**config.mk**
```make
export PLATFORM = sky130hd
export DESIGN_NAME = cdc_handshake_sender_flat
export DESIGN_NICKNAME = d
export VERILOG_FILES = /design/src/rtl/cdc_pkg.sv /design/src/rtl/cdc_handshake_sender_if.sv /design/src/rtl/cdc_handshake_sender.sv /design/src/flat_wrapper.sv
export SDC_FILE = /design/constraint.sdc
export NUM_CORES = 1
export LEC_CHECK = 0
export ABC_AREA = 1
export CORE_UTILIZATION = 39
export CTS_CLUSTER_DIAMETER = 150
export DETAILED_ROUTE_END_ITERATION = 8
export HOLD_SLACK_MARGIN = 0.03
export PLACE_DENSITY = 0.79
export SLEW_MARGIN = 20
export SYNTH_ARGS = -nofsm -noshare
export SYNTH_HDL_FRONTEND = slang
export SYNTH_SLANG_ARGS = --single-unit
```
**constraint.sdc**
```tcl
create_clock -name clk -period 1.33 [get_ports clk]
set_clock_uncertainty 0.15 [all_clocks]
set_input_delay 0.1995 -clock clk [delete_from_list [all_inputs] [get_ports clk]]
set_output_delay 0.1995 -clock clk [all_outputs]
set_load 0.05 [all_outputs]
```
**src/rtl/cdc_pkg.sv**
```systemverilog
// Types and constants shared by both ends of the toggle req/ack clock-domain crossing.
package cdc_pkg;

  localparam int CDC_MIN_SYNC_STAGES = 2;

  typedef enum logic [0:0] {
    IDLE     = 1'b0,
    WAIT_ACK = 1'b1
  } cdc_send_state_t;

endpackage : cdc_pkg

```
**src/rtl/cdc_handshake_sender_if.sv**
```systemverilog
// Source-side bundle: valid/ready word intake, the req/data/ack crossing, and the error flag.
interface cdc_handshake_sender_if #(
  parameter int WIDTH = 32
);

  logic             send_valid;
  logic [WIDTH-1:0] send_data;
  logic             send_ready;
  logic             xfer_req;
  logic [WIDTH-1:0] xfer_data;
  logic             xfer_ack;
  logic             protocol_error;

  // The sender owns the crossing, so it takes the master view.
  modport master (
    input  send_valid,
    input  send_data,
    input  xfer_ack,
    output send_ready,
    output xfer_req,
    output xfer_data,
    output protocol_error
  );

  modport slave (
    output send_valid,
    output send_data,
    output xfer_ack,
    input  send_ready,
    input  xfer_req,
    input  xfer_data,
    input  protocol_error
  );

endinterface : cdc_handshake_sender_if

```
**src/rtl/cdc_handshake_sender.sv**
```systemverilog
// Source end of a two-phase req/ack crossing: latches a word, toggles xfer_req, and waits
// for the synchronized ack toggle before taking the next word.
module cdc_handshake_sender
  import cdc_pkg::*;
#(
  parameter int WIDTH       = 32,
  parameter int SYNC_STAGES = 3
) (
  input  logic                  clk,
  input  logic                  reset,
  cdc_handshake_sender_if.master bus
);

  if (SYNC_STAGES < CDC_MIN_SYNC_STAGES) begin : g_sync_stages_check
    $error("cdc_handshake_sender: SYNC_STAGES must be at least %0d", CDC_MIN_SYNC_STAGES);
  end

  cdc_send_state_t        r_state;
  cdc_send_state_t        w_state_nxt;
  logic [SYNC_STAGES-1:0] r_ack_sync;
  logic                   r_ack_seen;
  logic                   r_xfer_req;
  logic [WIDTH-1:0]       r_xfer_data;
  logic                   r_protocol_error;
  logic                   w_ack_sync;
  logic                   w_ack_edge;
  logic                   w_ready;
  logic                   w_accept;

  assign w_ack_sync = r_ack_sync[SYNC_STAGES-1];
  assign w_ack_edge = w_ack_sync ^ r_ack_seen;
  assign w_ready    = (r_state == IDLE) && !reset;
  assign w_accept   = w_ready && bus.send_valid;

  // NOTE: the ack chain is cleared on reset so a stale level cannot surface as a phantom ack
  // edge afterwards; this only holds if the destination is reset in the same event.
  always_ff @(posedge clk) begin
    if (reset) begin
      r_ack_sync <= '0;
      r_ack_seen <= 1'b0;
    end else begin
      r_ack_sync <= {r_ack_sync[SYNC_STAGES-2:0], bus.xfer_ack};
      r_ack_seen <= w_ack_sync;
    end
  end

  // NOTE: every clocked block uses non-blocking assignments so all flops sample pre-edge values.
  always_ff @(posedge clk) begin
    if (reset) begin
      r_state <= IDLE;
    end else begin
      r_state <= w_state_nxt;
    end
  end

  // NOTE: w_state_nxt gets its hold value first, so no path through the case leaves a latch.
  always_comb begin
    w_state_nxt = r_state;
    case (r_state)
      IDLE:     if (w_accept)   w_state_nxt = WAIT_ACK;
      WAIT_ACK: if (w_ack_edge) w_state_nxt = IDLE;
      default:                  w_state_nxt = IDLE;
    endcase
  end

  // Data and req move on the same edge; the destination's req synchronizer gives data time to settle.
  always_ff @(posedge clk) begin
    if (reset) begin
      r_xfer_req       <= 1'b0;
      r_xfer_data      <= '0;
      r_protocol_error <= 1'b0;
    end else begin
      if (w_accept) begin
        r_xfer_req  <= ~r_xfer_req;
        r_xfer_data <= bus.send_data;
      end
      if (w_ack_edge && (r_state == IDLE)) begin
        r_protocol_error <= 1'b1;
      end
    end
  end

  assign bus.send_ready     = w_ready;
  assign bus.xfer_req       = r_xfer_req;
  assign bus.xfer_data      = r_xfer_data;
  assign bus.protocol_error = r_protocol_error;

endmodule : cdc_handshake_sender

```
**src/flat_wrapper.sv**
```systemverilog
// flat-port wrapper written by rule: the top's interface ports become plain ports
module cdc_handshake_sender_flat import cdc_pkg::*;
#(
  parameter int WIDTH       = 32,
  parameter int SYNC_STAGES = 3
)
  (clk, reset, bus_send_valid, bus_send_data, bus_xfer_ack, bus_send_ready, bus_xfer_req, bus_xfer_data, bus_protocol_error);
  cdc_handshake_sender_if #(.WIDTH(WIDTH)) bus_i ();
  input  logic clk;
  input  logic reset;
  input wire logic [$bits(bus_i.send_valid)-1:0] bus_send_valid;
  input wire logic [$bits(bus_i.send_data)-1:0] bus_send_data;
  input wire logic [$bits(bus_i.xfer_ack)-1:0] bus_xfer_ack;
  output wire logic [$bits(bus_i.send_ready)-1:0] bus_send_ready;
  output wire logic [$bits(bus_i.xfer_req)-1:0] bus_xfer_req;
  output wire logic [$bits(bus_i.xfer_data)-1:0] bus_xfer_data;
  output wire logic [$bits(bus_i.protocol_error)-1:0] bus_protocol_error;
  assign bus_i.send_valid = bus_send_valid;
  assign bus_i.send_data = bus_send_data;
  assign bus_i.xfer_ack = bus_xfer_ack;
  assign bus_send_ready = bus_i.send_ready;
  assign bus_xfer_req = bus_i.xfer_req;
  assign bus_xfer_data = bus_i.xfer_data;
  assign bus_protocol_error = bus_i.protocol_error;
  cdc_handshake_sender #(.WIDTH(WIDTH), .SYNC_STAGES(SYNC_STAGES)) u_core (.clk(clk), .reset(reset), .bus(bus_i));
endmodule
```
==> flow_metrics.tcl <==
set metrics [dict create \
    setup_viol 1 \
    rr_startpoint "u_core.r_state" \
    r2r_cells 6 \
    globalplace.congestion 0.725 \
    crit_buf_inv 2 \
    synthesis.nets 205 \
    max_freq_mhz 738 \
    synthToLayoutAreaGrowth_pct 86.0 \
    cpLargestDelayFamily "flip-flops" \
    hp-class "in -> reg" \
    placementRows 21 \
    antenna_found_initial 0 \
    start_kind "flop" \
    synthXorXnorAreaFrac 0.0128 \
    slew_viol_final 0 \
    numCtsBuffers 5 \
    ys.flop_type "dfxtp_1" \
    die_area_um2 3760 \
    hold_end "u_core.r_ack_sync[0]" \
    synth_top_family_by_area "simple AND/OR/NAND/NOR gates" \
    drt.antenna.violating_nets 0 \
    p_per_area_nw_per_um2 1110 \
    outcome "complete, but fails checks" \
    hpwl_um 2480 \
    io_buffers 70 \
    grt_pass1_vias 1209 \
    worst-setup-path-type "reg -> out" \
    violations "setup timing" \
    rsz0062_at_grt "yes" \
    clock-sinks 39 \
    ys_seq_area_frac 0.568 \
    power.leakage_nw 1.18 \
    nets 281 \
    synth_warnings 0 \
    yosysMostFrequentCell "nand2_1" \
    path_cells "nor2_4 > buf_6 > buf_12" \
    start_util 0.408 \
    cts_root_buf "clkbuf_4" \
    synth.top_cell.area_share 0.568 \
    vias 1309 \
    grt_max_degree 35 \
    synth_common_cells "nand2_1, dfxtp_1, nand3_1, nor2_1, inv_1" \
    core_region_area_um2 3360 \
    cp_slowest_stage_delay_ps 350 \
    synthMuxAreaShare 0 \
    post-route-period-util 1.02 \
    drive_gt1_frac 0.220 \
    cp.arrival_ps 1010 \
    drt_wl_total_um 3280 \
    ir_drop_uv 822 \
    crit_path_top_delay_cell "dfxtp_2" \
    maxCapViolations 0 \
    hold_path_startpoint "bus_xfer_ack" \
    synth_compound_area_frac 0.00364 \
    antenna_cells 0 \
    async_reset_ff_frac 0 \
    fill_cells 260 \
    avgViaCountPerCell 4.48 \
    synth_edf_count 0 \
    yosys.area_share.simple 0.344 \
    htreeDepth 2 \
    drc 0 \
    syn_area_um2 1370 \
    die_w_um 61.4 \
    endpoint_kind "output pin" \
    drtIter0Drc 24 \
    dr.pass1.iters 3 \
    die_h_um 61.4 \
    hold_path_depth 3 \
    grt-ovfl-total 0 \
    synth_area_leaders "dfxtp_1, nand2_1, nand3_1" \
    syn_avg_cell_area_um2 8.13 \
    cts_tree "yes" \
    path_clk_slew_ps 100 \
    r2r_slack_ps 130 \
    r2r-end "u_core.bus.xfer_data[21]" \
    clk_latency_ps 330 \
    hold_viol 0 \
    crit_required_ps 980 \
    routedWlPerCell_um 11.2 \
    fin_util 0.760 \
    preCtsSetupSlack_ps -306 \
    postSynthCellCount 169 \
    pin_count 71 \
    maxSlewHeadroom 0.623 \
    grt_pass1_wl_um 5110 \
    synth_top_area_cell "dfxtp_1" \
    grt_usage 0.190 \
    setup_ws_ps -24.8 \
    clockBufferDepth 2 \
    ys_seq_elements 39 \
    synthAdderAreaFrac 0 \
    crit_fanout 2 \
    synth_cell_types 16 \
    tightestPinTransition_ps 565 \
    hold-worst-slack_ps 216 \
    fin_crit_ps 1350 \
]
==> per-layer routing <==
layer	wire length, um	vias up	GRT usage
met5	0	-	0
met4	81	0	0.0952
met3	305	9	0.0861
met2	1560	49	0.312
met1	1330	570	0.208
li1	-	681	-
==> through the flow <==
stage                     cell area [um2]  power (mW)  TNS [ps]  cells
after global routing                 2550        2.97     -76.2    292
after global placement               2480        2.29     -8550    281
after CTS                            2540        2.88     -62.3    291
after floorplan                      1370        1.77         0    169
after detailed placement             2480        2.31     -9560    281
final                                2550        2.85     -24.8    292
==> cell families (layout without fill, tap and decap cells) <==
group,after synthesis,in the layout
XOR/XNOR,2,2
flip-flops,39,39
buffers and inverters,16,93
AND/OR/NAND/NOR,111,111
AO/OA/AOI/OAI,1,1
==> worst min-delay path: cells and delay by family <==
kind	cells	cell delay, ps
buffers and inverters	2	440
AND/OR/NAND/NOR	1	30
==> state kept, by name, indices dropped and copies added, names as in the netlist <==
name	count
u_core.bus.xfer_data	32
u_core.r_ack_sync	3
u_core.bus.protocol_error	1
u_core.bus.xfer_req	1
u_core.r_ack_seen	1
u_core.r_state	1
==> power by group <==
| part | leakage (nW) | internal, mW | switching [mW] |
|---|---|---|---|
| combinational | 0.828 | 0.475 | 0.459 |
| sequential | 0.321 | 1.26 | 0.0911 |
| clock | 0.0293 | 0.206 | 0.355 |
| total | 1.18 | 1.94 | 0.905 |
==> how the worst max path moves through the flow <==
stage	from	cells past startpoint	end	slack (ps)
after floorplan	u_core.r_state	5	u_core.bus.xfer_data[0]	6
after global routing	u_core.r_state	3	bus_send_ready	-80
after global placement	reset	4	u_core.bus.xfer_data[11]	-250
after detailed placement	reset	4	u_core.bus.xfer_data[21]	-310
after CTS	u_core.r_state	3	bus_send_ready	-60
final	u_core.r_state	3	bus_send_ready	-20
==> cell type report <==
class | instances | area, um2 | share of cell area
multi-input combinational | 114 | 495 | 0.194
clock buffer | 7 | 45.0 | 0.0176
sequential | 39 | 782 | 0.306
inverter | 7 | 31.3 | 0.0122
clock inverter | 1 | 5.00 | 0.00196
tap | 46 | 57.6 | 0.0225
timing repair buffer | 78 | 1140 | 0.446
==> layout by cell type, fill, tap and decap left out, types with 2 or more instances in the layout <==
master / instances
nand2_1: 70
dfxtp_1: 38
buf_12: 37
clkdlybuf4s50_1: 34
nand3_1: 33
nor2_1: 6
inv_1: 5
clkbuf_4: 5
buf_4: 5
clkbuf_1: 2
==> what timing repair did <==
action,CTS,global route
hold endpoints to repair,0,0
buffers inserted,2,1
hold buffers,0,0
endpoints found under the setup margin,1,33
gates cloned,0,0
resized for setup,3,1
pin swaps,1,1
(Power assumes the default switching activity.)
